File: src/rtl/rx_pkg.sv
// Shared definitions for the RX I/Q word packer: tagged word layout and
// the capture state encoding.
package rx_pkg;

  localparam int WORD_W  = 32;
  localparam int FIELD_W = 13;

  localparam logic [1:0] I_SYNC = 2'b10;
  localparam logic [1:0] Q_SYNC = 2'b01;

  localparam int I_SYNC_LSB = 30;
  localparam int I_LSB      = 17;
  localparam int Q_SYNC_LSB = 14;
  localparam int Q_LSB      = 1;

  typedef enum logic [1:0] {
    IDLE  = 2'd0,
    ARM   = 2'd1,
    RUN   = 2'd2,
    DRAIN = 2'd3
  } state_t;

endpackage

File: src/rtl/rx_iq_format.sv
// Combinational packing of an I/Q pair (or the test ramp) into one tagged
// 32-bit word; narrower samples are MSB-aligned in their 13-bit fields.
module rx_iq_format
  import rx_pkg::*;
#(
  parameter int SAMPLE_W = 13
) (
  input  logic [SAMPLE_W-1:0] rx_i,
  input  logic [SAMPLE_W-1:0] rx_q,
  input  logic                test_mode,
  input  logic [SAMPLE_W-1:0] ramp,
  output logic [WORD_W-1:0]   word
);

  logic [SAMPLE_W-1:0] i_sel;
  logic [SAMPLE_W-1:0] q_sel;
  logic [FIELD_W-1:0]  i_field;
  logic [FIELD_W-1:0]  q_field;

  always_comb begin
    i_sel   = test_mode ? ramp  : rx_i;
    q_sel   = test_mode ? ~ramp : rx_q;
    i_field = FIELD_W'(i_sel) << (FIELD_W - SAMPLE_W);
    q_field = FIELD_W'(q_sel) << (FIELD_W - SAMPLE_W);

    word                       = '0;
    word[I_SYNC_LSB +: 2]      = I_SYNC;
    word[I_LSB +: FIELD_W]     = i_field;
    word[Q_SYNC_LSB +: 2]      = Q_SYNC;
    word[Q_LSB +: FIELD_W]     = q_field;
  end

endmodule

File: src/rtl/rx_iq_word_packer.sv
// Per-channel I/Q word packer between the LVDS deserializer and the RX FIFO:
// single pending word, back-pressure with drop accounting, enable/drain FSM.
//
// state | meaning
// IDLE  | capture off, strobes ignored
// ARM   | first strobe (mid-pair) discarded, next one starts RUN
// RUN   | samples packed and pushed, dropped when FIFO is full
// DRAIN | no new samples, waiting for the pending word to leave
module rx_iq_word_packer
  import rx_pkg::*;
#(
  parameter int SAMPLE_W   = 13,
  parameter int DROP_CNT_W = 16
) (
  input  logic                  i_sys_clk,
  input  logic                  i_reset_n,
  input  logic                  i_enable,
  input  logic                  i_test_mode,
  input  logic [SAMPLE_W-1:0]   i_rx_i,
  input  logic [SAMPLE_W-1:0]   i_rx_q,
  input  logic                  i_rx_valid,
  output logic                  o_fifo_push,
  output logic [WORD_W-1:0]     o_fifo_data,
  input  logic                  i_fifo_full,
  input  logic                  i_clr_stats,
  output logic [DROP_CNT_W-1:0] o_drop_count,
  output logic                  o_overflow,
  output logic                  o_active
);

  state_t              state;
  state_t              state_nxt;
  logic                pending;
  logic                armed;
  logic [SAMPLE_W-1:0] ramp;
  logic [WORD_W-1:0]   new_word;
  logic                take;
  logic                arm_consume;
  logic                enter_arm;
  logic                drop;

  rx_iq_format #(
    .SAMPLE_W (SAMPLE_W)
  ) u_format (
    .rx_i      (i_rx_i),
    .rx_q      (i_rx_q),
    .test_mode (i_test_mode),
    .ramp      (ramp),
    .word      (new_word)
  );

  assign o_fifo_push = pending & ~i_fifo_full;
  assign o_active    = (state != IDLE);
  assign drop        = take & pending & i_fifo_full;

  always_comb begin
    state_nxt   = state;
    take        = 1'b0;
    arm_consume = 1'b0;
    enter_arm   = 1'b0;
    case (state)
      IDLE: begin
        if (i_enable) begin
          state_nxt = ARM;
          enter_arm = 1'b1;
        end
      end
      ARM: begin
        if (!i_enable) begin
          state_nxt = IDLE;
        end else if (i_rx_valid) begin
          if (!armed) begin
            arm_consume = 1'b1;
          end else begin
            take      = 1'b1;
            state_nxt = RUN;
          end
        end
      end
      RUN: begin
        if (!i_enable) begin
          state_nxt = DRAIN;
        end else if (i_rx_valid) begin
          take = 1'b1;
        end
      end
      DRAIN: begin
        // the pending word leaves this cycle or has already left
        if (!pending || !i_fifo_full) begin
          state_nxt = i_enable ? ARM : IDLE;
          enter_arm = i_enable;
        end
      end
      default: state_nxt = IDLE;
    endcase
  end

  always_ff @(posedge i_sys_clk or negedge i_reset_n) begin
    if (!i_reset_n) begin
      state <= IDLE;
    end else begin
      state <= state_nxt;
    end
  end

  always_ff @(posedge i_sys_clk or negedge i_reset_n) begin
    if (!i_reset_n) begin
      pending     <= 1'b0;
      o_fifo_data <= '0;
    end else if (take && (!pending || !i_fifo_full)) begin
      pending     <= 1'b1;
      o_fifo_data <= new_word;
    end else if (o_fifo_push) begin
      pending     <= 1'b0;
    end
  end

  always_ff @(posedge i_sys_clk or negedge i_reset_n) begin
    if (!i_reset_n) begin
      ramp  <= '0;
      armed <= 1'b0;
    end else if (enter_arm) begin
      ramp  <= '0;
      armed <= 1'b0;
    end else begin
      if (take) begin
        ramp <= ramp + SAMPLE_W'(1);
      end
      if (arm_consume) begin
        armed <= 1'b1;
      end
    end
  end

  // clear has priority over a coincident drop
  always_ff @(posedge i_sys_clk or negedge i_reset_n) begin
    if (!i_reset_n) begin
      o_drop_count <= '0;
      o_overflow   <= 1'b0;
    end else if (i_clr_stats) begin
      o_drop_count <= '0;
      o_overflow   <= 1'b0;
    end else if (drop) begin
      o_overflow <= 1'b1;
      if (o_drop_count != '1) begin
        o_drop_count <= o_drop_count + DROP_CNT_W'(1);
      end
    end
  end

endmodule

File: config.mk
export PLATFORM = sky130hd
export DESIGN_NAME = rx_iq_word_packer
export DESIGN_NICKNAME = d
export VERILOG_FILES = /design/src/rtl/rx_pkg.sv /design/src/rtl/rx_iq_format.sv /design/src/rtl/rx_iq_word_packer.sv
export SDC_FILE = /design/constraint.sdc
export NUM_CORES = 1
export LEC_CHECK = 0
export CAP_MARGIN = 30
export CORE_MARGIN = 2
export CORE_UTILIZATION = 40
export CTS_CLUSTER_DIAMETER = 60
export CTS_CLUSTER_SIZE = 16
export DETAILED_ROUTE_END_ITERATION = 8
export PLACE_DENSITY = 0.74
export SKIP_CTS_REPAIR_TIMING = 1
export SYNTH_ARGS = -nofsm -noshare
export SYNTH_HDL_FRONTEND = slang
export SYNTH_SLANG_ARGS = --single-unit
File: constraint.sdc
create_clock -name i_sys_clk -period 4.3 [get_ports i_sys_clk]
set_input_delay 0.86 -clock i_sys_clk [delete_from_list [all_inputs] [get_ports i_sys_clk]]
set_output_delay 0.86 -clock i_sys_clk [all_outputs]
set_load 0.05 [all_outputs]
==> summary.md, run 1 <==
| Metric | Value |
|---|---|
| Type of origin of the critical path | primary input |
| IO Count | 84 |
| CTS H-tree lvls | 3 |
| First element of the critical path | i_fifo_full |
| Top fanout value on the critical path | 3 |
| Status | completed |
| CP peak stage delay | 0.82 ns |
| Floorplan die width | 93.0 um |
| CP max-delay cell | sky130_fd_sc_hd__clkdlybuf4s50_1 |
| Static leakage | 1.78 nW |
| CP required | 3.44 ns |
| Crit path top cell by count | sky130_fd_sc_hd__clkdlybuf4s50_1 |
| Post-synthesis async set-or-reset flop share | 100% |
| Worst Max-Slew Pin Slew | 0.901 ns |
| Die Y | 93.0 um |
| Reg2reg start | state[0] |
| CP endpoint kind | output port |
| Top FF cell, synth | sky130_fd_sc_hd__dfrtp_1 |
| Clock tree skew after final layout | 0.00434 ns |
| EDFF count, synth | 0 |
| Maximum VDD drop | 0.000225 V |
| Pre-Repair DR Iteration Count | 4 |
| Count of input and output buffers | 79 |
| Sequential element share of the synthesized area | 48.2% |
| Hold violation total from the final report | 0 |
| Startpoint of the tightest hold check path | o_fifo_data[14] |
| Wire length of the first global-routing pass | 12100 um |
| Endpoint with the worst hold slack | o_fifo_data[14] |
| Destination of the worst register-to-register timing path | o_fifo_data[5] |
| DRC violation total after the first TritonRoute iteration | 80 |
| Final-stage net count | 441 |
| Unrepaired setup endpoints after global routing | no |
| Post-detailed-route wirelength per cell | 14.4 um |
| Number of warnings reported in the yosys synthesis log | 0 |
| Core utilization of the finished layout | 54.7% |
| Count of fill cells added during filler insertion | 720 |
| Flop and latch count out of synthesis | 61 |
| Highest attainable clock frequency | 317 MHz |
| Initial core utilization | 41.2% |
| Layout cells sized above 1 | 8.15% |
| Wire length on met3 | 380 um |
| Clock transition at the register clock pins on the worst setup and hold paths after CTS | 0.07 ns |
| WL met1 | 3380 um |
| Area added between synthesis and finish | 32.8% |
| Uppermost metal layer occupied by signal nets | met4 |
| Maximum clock path buffer count | 2 |
| Vias in the first global route | 2463 |
| Tightest slew margin relative to the limit | 39.9% |
| Mean instance size in the synthesized netlist | 9.78 sq um |
| Row count | 32 |
| Data arrival time of the worst path | 2.29 ns |
| Root buffer selected by CTS | sky130_fd_sc_hd__clkbuf_8 |
| Clock sinks | 61 |
| Antenna diode count | 0 |
| Via-per-instance ratio | 5.07 |
| Number of cells on the worst hold path | 1 |
| Max_cap viols | 0 |
| Placeable core region | 0.00769 sq mm |
| Worst setup path category | in2out |
| Overall global routing resource usage | 17.8% |
| Post-synthesis cell type count | 45 |
| Half-perimeter wire length after placement | 5210 um |
| Die Footprint | 0.00865 sq mm |
| Final setup violation count | 0 |
| Final slew viol count | 0 |
| Routed wire length | 7280 um |
| Post-route DRC | 0 |
| Worst hold-check path type | reg2reg |
| Final Critical Period | 3.15 ns |
| Via count | 2572 |
| Antenna Nets Post-Route | 0 |
| Depth of the most critical reg-to-reg path | 6 |
| TritonCTS clock tree | yes |
| Power density relative to cell area | 603 mW/mm^2 |
| Number of buffers added by the clock tree synthesis step | 9 |
| Clock latency on the worst-skew pair | 0.33 ns |
| Remaining global-route overflow | 0 |
| Portion of the clock cycle consumed by the worst path in the final layout | 73.3% |
| Synthesized instance count | 324 |
| Pin count of the biggest net entering global routing | 54 |
| Fin Setup TNS | 0 ns |
| Number of antenna violations at the first check in global routing | 0 |
| Minimum setup slack among reg-to-reg paths | 1.95 ns |
| Post-layout total power | 2.54 mW |
| Cell chain of the critical path | clkdlybuf4s50_1, nor2b_1, clkdlybuf4s50_1 |
| Post-Syn Area | 0.00317 sq mm |
| DR WL met2 | 3440 um |
| Gpl congestion | 0.814 |
sequential cells by signal, summed over array words and instances (netlist names), named ones only:
register      flops
o_fifo_data      27
o_drop_count     16
ramp             13
armed             1
o_overflow        1
pending           1
state             1
cells by family (layout without fill, tap and decap cells):
logic type / after synthesis / count (layout) / synth area share (%)
compound gates: 65 / 65 / 11.9
xor+xnor: 14 / 14 / 3.87
fa+ha+maj: 7 / 7 / 2.76
buf+inv: 36 / 114 / 5.45
flops: 61 / 61 / 48.2
mux: 30 / 30 / 9.51
other cells: 1 / 4 / 0.118
simple gates: 110 / 110 / 18.2
layout make-up:
class | instances | area, sq um | area share, %
clock inverters | 4 | 47.5 | 1.13
repair buffers | 82 | 808 | 19.2
inverters | 17 | 63.8 | 1.52
multi-input cells | 230 | 1480 | 35.2
clock buffers | 11 | 151 | 3.60
well taps | 102 | 128 | 3.03
flip-flops and latches | 61 | 1530 | 36.3
layout by cell type (no fill, tap or decap), drive strengths merged, types with 3 or more instances in the layout:
| cell | instances |
|---|---|
| or3 | 8 |
| nand3 | 8 |
| o21ai | 11 |
| conb | 4 |
| and4 | 5 |
| mux2i | 29 |
| nor2 | 48 |
| nor3 | 3 |
| xor2 | 5 |
| o211ai | 5 |
| clkbuf | 11 |
| and3 | 3 |
| clkdlybuf4s50 | 78 |
| inv | 17 |
| xnor2 | 9 |
| a21oi | 42 |
| ha | 7 |
| buf | 4 |
| nand4 | 4 |
| dfrtp | 61 |
| nand2 | 18 |
report_power, final:
part           total [mW]  internal (mW)  switching, mW
logic                1.18          0.406          0.774
clock network       0.515          0.294          0.222
registers           0.840          0.731          0.108
total                2.54           1.43           1.10
metal layers:
layer  vias up  global-route usage [%]
li1       1264                       -
met2        82                    28.9
met4         0                    4.78
met1      1218                    23.7
met5         -                       0
met3         8                    4.59
Yosys cell counts, types with 2 or more instances:
cell type                  number  area, sq um
sky130_fd_sc_hd__buf_2          9         45.0
sky130_fd_sc_hd__a21oi_1       42          210
sky130_fd_sc_hd__xor2_1         5         43.8
sky130_fd_sc_hd__or2_2          2         12.5
sky130_fd_sc_hd__nor3_1         3         15.0
sky130_fd_sc_hd__xnor2_1        9         78.8
sky130_fd_sc_hd__inv_1         17         63.8
sky130_fd_sc_hd__and4_1         4         35.0
sky130_fd_sc_hd__mux2i_1       29          290
sky130_fd_sc_hd__nand4_1        3         18.8
sky130_fd_sc_hd__nand2_1       18         67.6
sky130_fd_sc_hd__nand3_1        7         35.0
sky130_fd_sc_hd__dfrtp_1       61         1530
sky130_fd_sc_hd__ha_1           7         87.6
sky130_fd_sc_hd__o31ai_1        2         15.0
sky130_fd_sc_hd__or4_1          2         15.0
sky130_fd_sc_hd__o211ai_1       4         30.0
sky130_fd_sc_hd__nor2_1        48          180
sky130_fd_sc_hd__o21ai_0       10         50.1
sky130_fd_sc_hd__or3_1          8         50.1
sky130_fd_sc_hd__and3_1         3         18.8
sky130_fd_sc_hd__buf_4          5         37.5
sky130_fd_sc_hd__clkbuf_1       3         11.3
sky130_fd_sc_hd__nand2b_1       2         12.5
worst max-delay path, delay by kind of cell:
kind	cells	cell delay, ns
simple gates	1	0.17
buf+inv	2	1.26
metrics by stage:
step                setup WS (ns)  std cells  hold slack [ns]  cell area (sq um)
finish                       1.15        507            0.501               4210
global route                 1.09        507            0.529               4210
CTS                          1.14        507            0.502               4210
detailed placement           1.14        492            0.485               4010
global placement             1.15        492            0.479               4010
floorplan                    1.89        327            0.486               3180
how the worst max path moves through the flow:
stage / slack (ns) / to / depth (start not counted)
after global routing: 1.09 / o_fifo_push / 3
after CTS: 1.14 / o_fifo_push / 3
after floorplan: 1.89 / o_fifo_push / 1
final: 1.15 / o_fifo_push / 3
after detailed placement: 1.14 / o_fifo_push / 3
after global placement: 1.15 / o_fifo_push / 3
(Power assumes the default switching activity.)
==> inputs of run 2 (changes only) <==
- clock period: 4.3 -> 3.2 ns (I/O delays scaled with it)
==> run 2 against run 1 <==
Critical path depth did not move. First-iteration DRC count grew 53%. Final area rose by 2.0%. Hold slack got worse by 0.32 ns. Sequential share of layout area fell by 0.71 points. Non-clock buffer count rose by 4. Critical path type unchanged.
==> summary.md, run 2 (synthesis gave the netlist of run 1 again) <==
| Metric | Value |
|---|---|
| Capturing element of the worst setup path | o_fifo_push |
| Top reg by flops | o_fifo_data |
| First element of the critical path | i_fifo_full |
| Worst hold-check path type | in2async |
| Switching power share of the total | 41.8% |
| Remaining global-route overflow | 0 |
| Reg2reg start | state[0] |
| Data arrival time of the worst path | 2.06 ns |
| Worst Max-Slew Pin Slew | 0.546 ns |
| Number of antenna violations at the first check in global routing | 0 |
| Post-layout total power | 3.56 mW |
| Clock tree skew after final layout | 0.00813 ns |
| Fin Setup TNS | 0 ns |
| Overall global routing resource usage | 18.4% |
| Status | completed |
| Clock sinks | 61 |
| DRC violation total after the first TritonRoute iteration | 122 |
| Pin count of the biggest net entering global routing | 54 |
| Maximum clock path buffer count | 2 |
| Destination of the worst register-to-register timing path | o_drop_count[13] |
| Die Y | 93.0 um |
| Registers with the highest flip-flop counts | o_fifo_data: 27 flops, o_drop_count: 16 flops, ramp: 13 flops |
| Internal Pwr Total | 2.07 mW |
| Number of flip-flops in the largest register | 27 |
| Top fanout value on the critical path | 3 |
| Gpl congestion | 0.766 |
| Final-stage net count | 445 |
| Vias in the first global route | 2576 |
| Combinational share of power | 44.8% |
| Routed wire length | 7550 um |
| Max_cap viols | 0 |
| Unrepaired setup endpoints after global routing | no |
| Hold violation total from the final report | 0 |
| Count of input and output buffers | 79 |
| CP required | 2.56 ns |
| Worst hold margin | 0.184 ns |
| Floorplan die width | 93.0 um |
| CTS H-tree lvls | 3 |
| Die Footprint | 0.00865 sq mm |
| Worst setup path category | in2out |
| Via count | 2590 |
| Minimum setup slack among reg-to-reg paths | 1.03 ns |
| Half-perimeter wire length after placement | 5340 um |
| Root buffer selected by CTS | sky130_fd_sc_hd__clkbuf_8 |
| Antenna diode count | 0 |
| Final cell area excluding filler cells | 0.00429 sq mm |
| Placeable core region | 0.00769 sq mm |
| Final Critical Period | 2.70 ns |
| Final setup violation count | 0 |
| Depth of the most critical reg-to-reg path | 7 |
| Clock transition at the register clock pins on the worst setup and hold paths after CTS | 0.07 ns |
| Area added between synthesis and finish | 35.4% |
| Highest attainable clock frequency | 370 MHz |
| Number of buffers added by the clock tree synthesis step | 9 |
| Maximum VDD drop | 0.000287 V |
| Post-route DRC | 0 |
| Layout cells sized above 1 | 8.78% |
| Fraction of power consumed by sequential logic | 31.6% |
| Portion of the clock cycle consumed by the worst path in the final layout | 84.5% |
| Power density relative to cell area | 830 mW/mm^2 |
| Row count | 32 |
| Cell area after placement | 0.00405 sq mm |
| Clock latency on the worst-skew pair | 0.34 ns |
| Sw power | 1.49 mW |
| Via-per-instance ratio | 5.06 |
| Initial core utilization | 41.2% |
| Pre-Repair DR Iteration Count | 4 |
| Type of origin of the critical path | primary input |
| Final slew viol count | 0 |
| TritonCTS clock tree | yes |
| Tightest slew margin relative to the limit | 63.5% |
| Most common cell after layout, fill and taps aside | sky130_fd_sc_hd__clkdlybuf4s50_1 |
| Clock share of power | 23.6% |
| Static leakage | 1.83 nW |
| Antenna Nets Post-Route | 0 |
| IO Count | 84 |
| Post-detailed-route wirelength per cell | 14.7 um |
| CP endpoint kind | output port |
| Wire length of the first global-routing pass | 12500 um |
| Top library cells by usage in the layout, fill and taps aside | sky130_fd_sc_hd__clkdlybuf4s50_1, sky130_fd_sc_hd__dfrtp_1, sky130_fd_sc_hd__nor2_1, sky130_fd_sc_hd__a21oi_1, sky130_fd_sc_hd__mux2i_1 |
[run 2: cell types whose count changed in the layout (fill, tap and decap cells not counted)]
| cell | change |
|---|---|
| sky130_fd_sc_hd__buf_12 | +1 |
| sky130_fd_sc_hd__buf_4 | +3 |
| sky130_fd_sc_hd__bufinv_16 | +2 |
| sky130_fd_sc_hd__clkbuf_1 | +2 |
| sky130_fd_sc_hd__clkbuf_8 | -1 |
| sky130_fd_sc_hd__clkinv_2 | -1 |
| sky130_fd_sc_hd__clkinvlp_4 | -1 |
[run 2: power by group through the flow]
stage                     combinational [mW]  sequential [mW]  clock, mW
after global routing                    1.71             1.15      0.892
final                                   1.60             1.12      0.841
after floorplan                        0.513             1.71          0
after CTS                               1.61             1.13      0.856
after detailed placement                1.61             1.14          0
after global placement                  1.57             1.13          0
[run 2: layout make-up]
type	count	area, sq um
Fill cell	692	3400
Sequential cell	61	1530
Multi-Input combinational cell	230	1480
Timing Repair Buffer	86	851
Clock buffer	12	145
Tap cell	102	128
Clock inverter	4	95.1
Inverter	17	63.8
[run 2: critical path, cell delays in order]
cell,delay (ns)
sky130_fd_sc_hd__clkdlybuf4s50_1,0.44
sky130_fd_sc_hd__nor2b_1,0.16
sky130_fd_sc_hd__clkdlybuf4s50_1,0.82
[run 2: through the flow]
stage | util, % | setup WS (ns) | cells
after detailed placement | 52.7 | 0.481 | 496
after floorplan | - | 1.19 | 327
after global placement | 52.4 | 0.494 | 495
final | 55.8 | 0.497 | 512
after CTS | 55.8 | 0.481 | 512
after global routing | 55.8 | 0.426 | 512
[run 2: worst min-delay path by stage]
stage,start,endpoint,cells after the start
2_1_floorplan,i_reset_n,asynchronous set/reset pin,0
3_3_place_gp,o_fifo_data[14],o_fifo_data[14],1
3_5_place_dp,o_fifo_data[14],o_fifo_data[14],1
4_1_cts,i_reset_n,o_fifo_data[22],1
5_1_grt,i_reset_n,armed,1
6_report,i_reset_n,ramp[3],1
[run 2: per-layer routing]
metal | up-vias | GRT usage (%) | share of wire [%]
met5 | - | 0 | 0
met4 | 0 | 6.74 | 0.86
met3 | 6 | 3.46 | 5.8
met2 | 82 | 29.6 | 47
met1 | 1232 | 24.8 | 46
li1 | 1270 | - | -
==> inputs of run 3 (changes only) <==
- PLACE_DENSITY: 0.74 -> 0.77
- clock period: 3.2 -> 2.4 ns (I/O delays scaled with it)
==> run 3 against run 2 <==
First-iteration DRC count grew 28%. Clock skew is essentially flat. Clock-buffer cell count shrank 1. Largest cell class unchanged. Hold slack gained 0.33 ns. Setup slack lost 0.27 ns.
==> summary.md, run 3 (synthesis gave the netlist of run 1 again) <==
| Metric | Value |
|---|---|
| Via-per-instance ratio | 5.03 |
| Root buffer selected by CTS | sky130_fd_sc_hd__clkbuf_8 |
| Registers with the highest flip-flop counts | o_fifo_data: 27 flops, o_drop_count: 16 flops, ramp: 13 flops |
| Maximum VDD drop | 0.000383 V |
| Clock latency on the worst-skew pair | 0.33 ns |
| Worst setup path category | reg2out |
| Top library cells by usage in the layout, fill and taps aside | sky130_fd_sc_hd__clkdlybuf4s50_1, sky130_fd_sc_hd__dfrtp_1, sky130_fd_sc_hd__nor2_1, sky130_fd_sc_hd__a21oi_1, sky130_fd_sc_hd__mux2i_1 |
| Initial core utilization | 41.2% |
| Clock tree skew after final layout | 0.00801 ns |
| Post-route DRC | 0 |
| Maximum clock path buffer count | 2 |
| CP max-delay cell | sky130_fd_sc_hd__clkdlybuf4s50_1 |
| Clock transition at the register clock pins on the worst setup and hold paths after CTS | 0.06 ns |
| Number of flip-flops in the largest register | 27 |
| Row count | 32 |
| Half-perimeter wire length after placement | 5570 um |
| Clock sinks | 61 |
| Switching power share of the total | 43.3% |
| Remaining global-route overflow | 0 |
| Hold violation total from the final report | 0 |
| Cell chain of the critical path | clkdlybuf4s50_1 |
| Antenna diode count | 0 |
| Core utilization of the finished layout | 55.7% |
| Sw power | 1.98 mW |
| Pre-CTS setup slack | 0.148 ns |
| Top Family by Delay on Critical Path | buffers and inverters |
| Antenna Nets Post-Route | 0 |
| Post-route setup slack | 0.230 ns |
| Pre-Repair DR Iteration Count | 4 |
| Final setup violation count | 0 |
| Tightest slew margin relative to the limit | 64.6% |
| Static leakage | 1.83 nW |
| Overall global routing resource usage | 18.2% |
| Portion of the clock cycle consumed by the worst path in the final layout | 90.4% |
| Layout cells sized above 1 | 9.95% |
| Clock share of power | 19.9% |
| Post-detailed-route wirelength per cell | 14.7 um |
| Die Y | 93.0 um |
| Buffering stage count on the worst path with inverters included | 1 |
| Data arrival time of the worst path | 1.69 ns |
| Worst Max-Slew Pin Slew | 0.529 ns |
| Count of fill cells added during filler insertion | 698 |
| Max_cap viols | 0 |
| Die Footprint | 0.00865 sq mm |
| CP peak stage delay | 0.87 ns |
| Top fanout value on the critical path | 7 |
| Count of input and output buffers | 79 |
| Highest attainable clock frequency | 461 MHz |
| Final slew viol count | 0 |
| Wire length of the first global-routing pass | 12500 um |
| Final-stage net count | 448 |
| Number of antenna violations at the first check in global routing | 0 |
| Top reg by flops | o_fifo_data |
| Status | completed |
| Worst hold-check path type | reg2reg |
| Fraction of power consumed by sequential logic | 33.0% |
| Power density relative to cell area | 1070 mW/mm^2 |
| IO Count | 84 |
| Area added between synthesis and finish | 35.1% |
| DRC violation total after the first TritonRoute iteration | 156 |
| Type of origin of the critical path | flop |
| Number of buffers added by the clock tree synthesis step | 9 |
| Internal Pwr Total | 2.60 mW |
| Combinational share of power | 47.1% |
| Most common cell after layout, fill and taps aside | sky130_fd_sc_hd__clkdlybuf4s50_1 |
| Fin Setup TNS | 0 ns |
| Unrepaired setup endpoints after global routing | no |
| Final Critical Period | 2.17 ns |
| Via count | 2585 |
| Gpl congestion | 0.881 |
| TritonCTS clock tree | yes |
| Placeable core region | 0.00769 sq mm |
| Routed wire length | 7550 um |
| CTS H-tree lvls | 3 |
| CP required | 1.92 ns |
| CP endpoint kind | output port |
| Vias in the first global route | 2575 |
| Pin count of the biggest net entering global routing | 33 |
| Floorplan die width | 93.0 um |
==> run 3: layout make-up <==
type                    count  area [sq um]  share of cell area, %
clock inverters             4          47.5                   1.11
repair buffers             89           883                   20.6
multi-input cells         230          1480                   34.6
flip-flops and latches     61          1530                   35.6
inverters                  17          63.8                   1.49
clock buffers              11           151                   3.53
well taps                 102           128                   2.98
==> run 3: final timing paths <==
path                                  from               end  slack [ns]  cells after the start
min                        o_fifo_data[14]   o_fifo_data[14]        0.51                      1
max                        o_drop_count[9]   o_drop_count[9]        0.23                      1
max reg2reg                       state[0]  o_drop_count[15]        0.32                      8
max in group asynchronous        i_reset_n  o_drop_count[15]        1.19                      3
min reg2reg                o_fifo_data[14]   o_fifo_data[14]        0.51                      1
min in group asynchronous        i_reset_n   o_fifo_data[23]        0.53                      2
==> run 3: per-stage QoR <==
step                cell area (sq um)  hold slack (ns)  instances  total power [mW]
CTS                              4270         -0.00793        513              4.62
floorplan                        3180            0.184        327              2.96
global route                     4280            0.537        514              4.85
finish                           4280            0.510        514              4.58
global placement                 4070            0.343        498              3.64
detailed placement               4070            0.349        498              3.71
==> run 3: worst reg2reg max path: stages, from the launching register on <==
cell and delay, ns:
sky130_fd_sc_hd__dfrtp_1 0.41, sky130_fd_sc_hd__inv_1 0.11, sky130_fd_sc_hd__ha_1 0.33, sky130_fd_sc_hd__o2111a_2 0.25
sky130_fd_sc_hd__buf_4 0.17, sky130_fd_sc_hd__a21oi_1 0.10, sky130_fd_sc_hd__nor4b_2 0.30, sky130_fd_sc_hd__mux2i_1 0.23
sky130_fd_sc_hd__nor2_1 0.06
==> run 3: routing by layer <==
metal / track usage, % / vias to the layer above / share of wire [%] / routed length, um
li1: - / 1272 / - / -
met1: 24.1 / 1212 / 45 / 3390
met2: 29.8 / 96 / 48 / 3630
met3: 4.83 / 5 / 6.4 / 485
met4: 4.53 / 0 / 0.61 / 46
met5: 0 / - / 0 / 0
==> run 3: power groups by stage <==
stage | Clock [mW] | Combinational (mW) | Sequential [mW]
floorplan | 0 | 0.684 | 2.28
global placement | 0 | 2.13 | 1.52
finish | 0.911 | 2.16 | 1.51
detailed placement | 0 | 2.17 | 1.53
global route | 0.997 | 2.30 | 1.55
CTS | 0.934 | 2.17 | 1.52
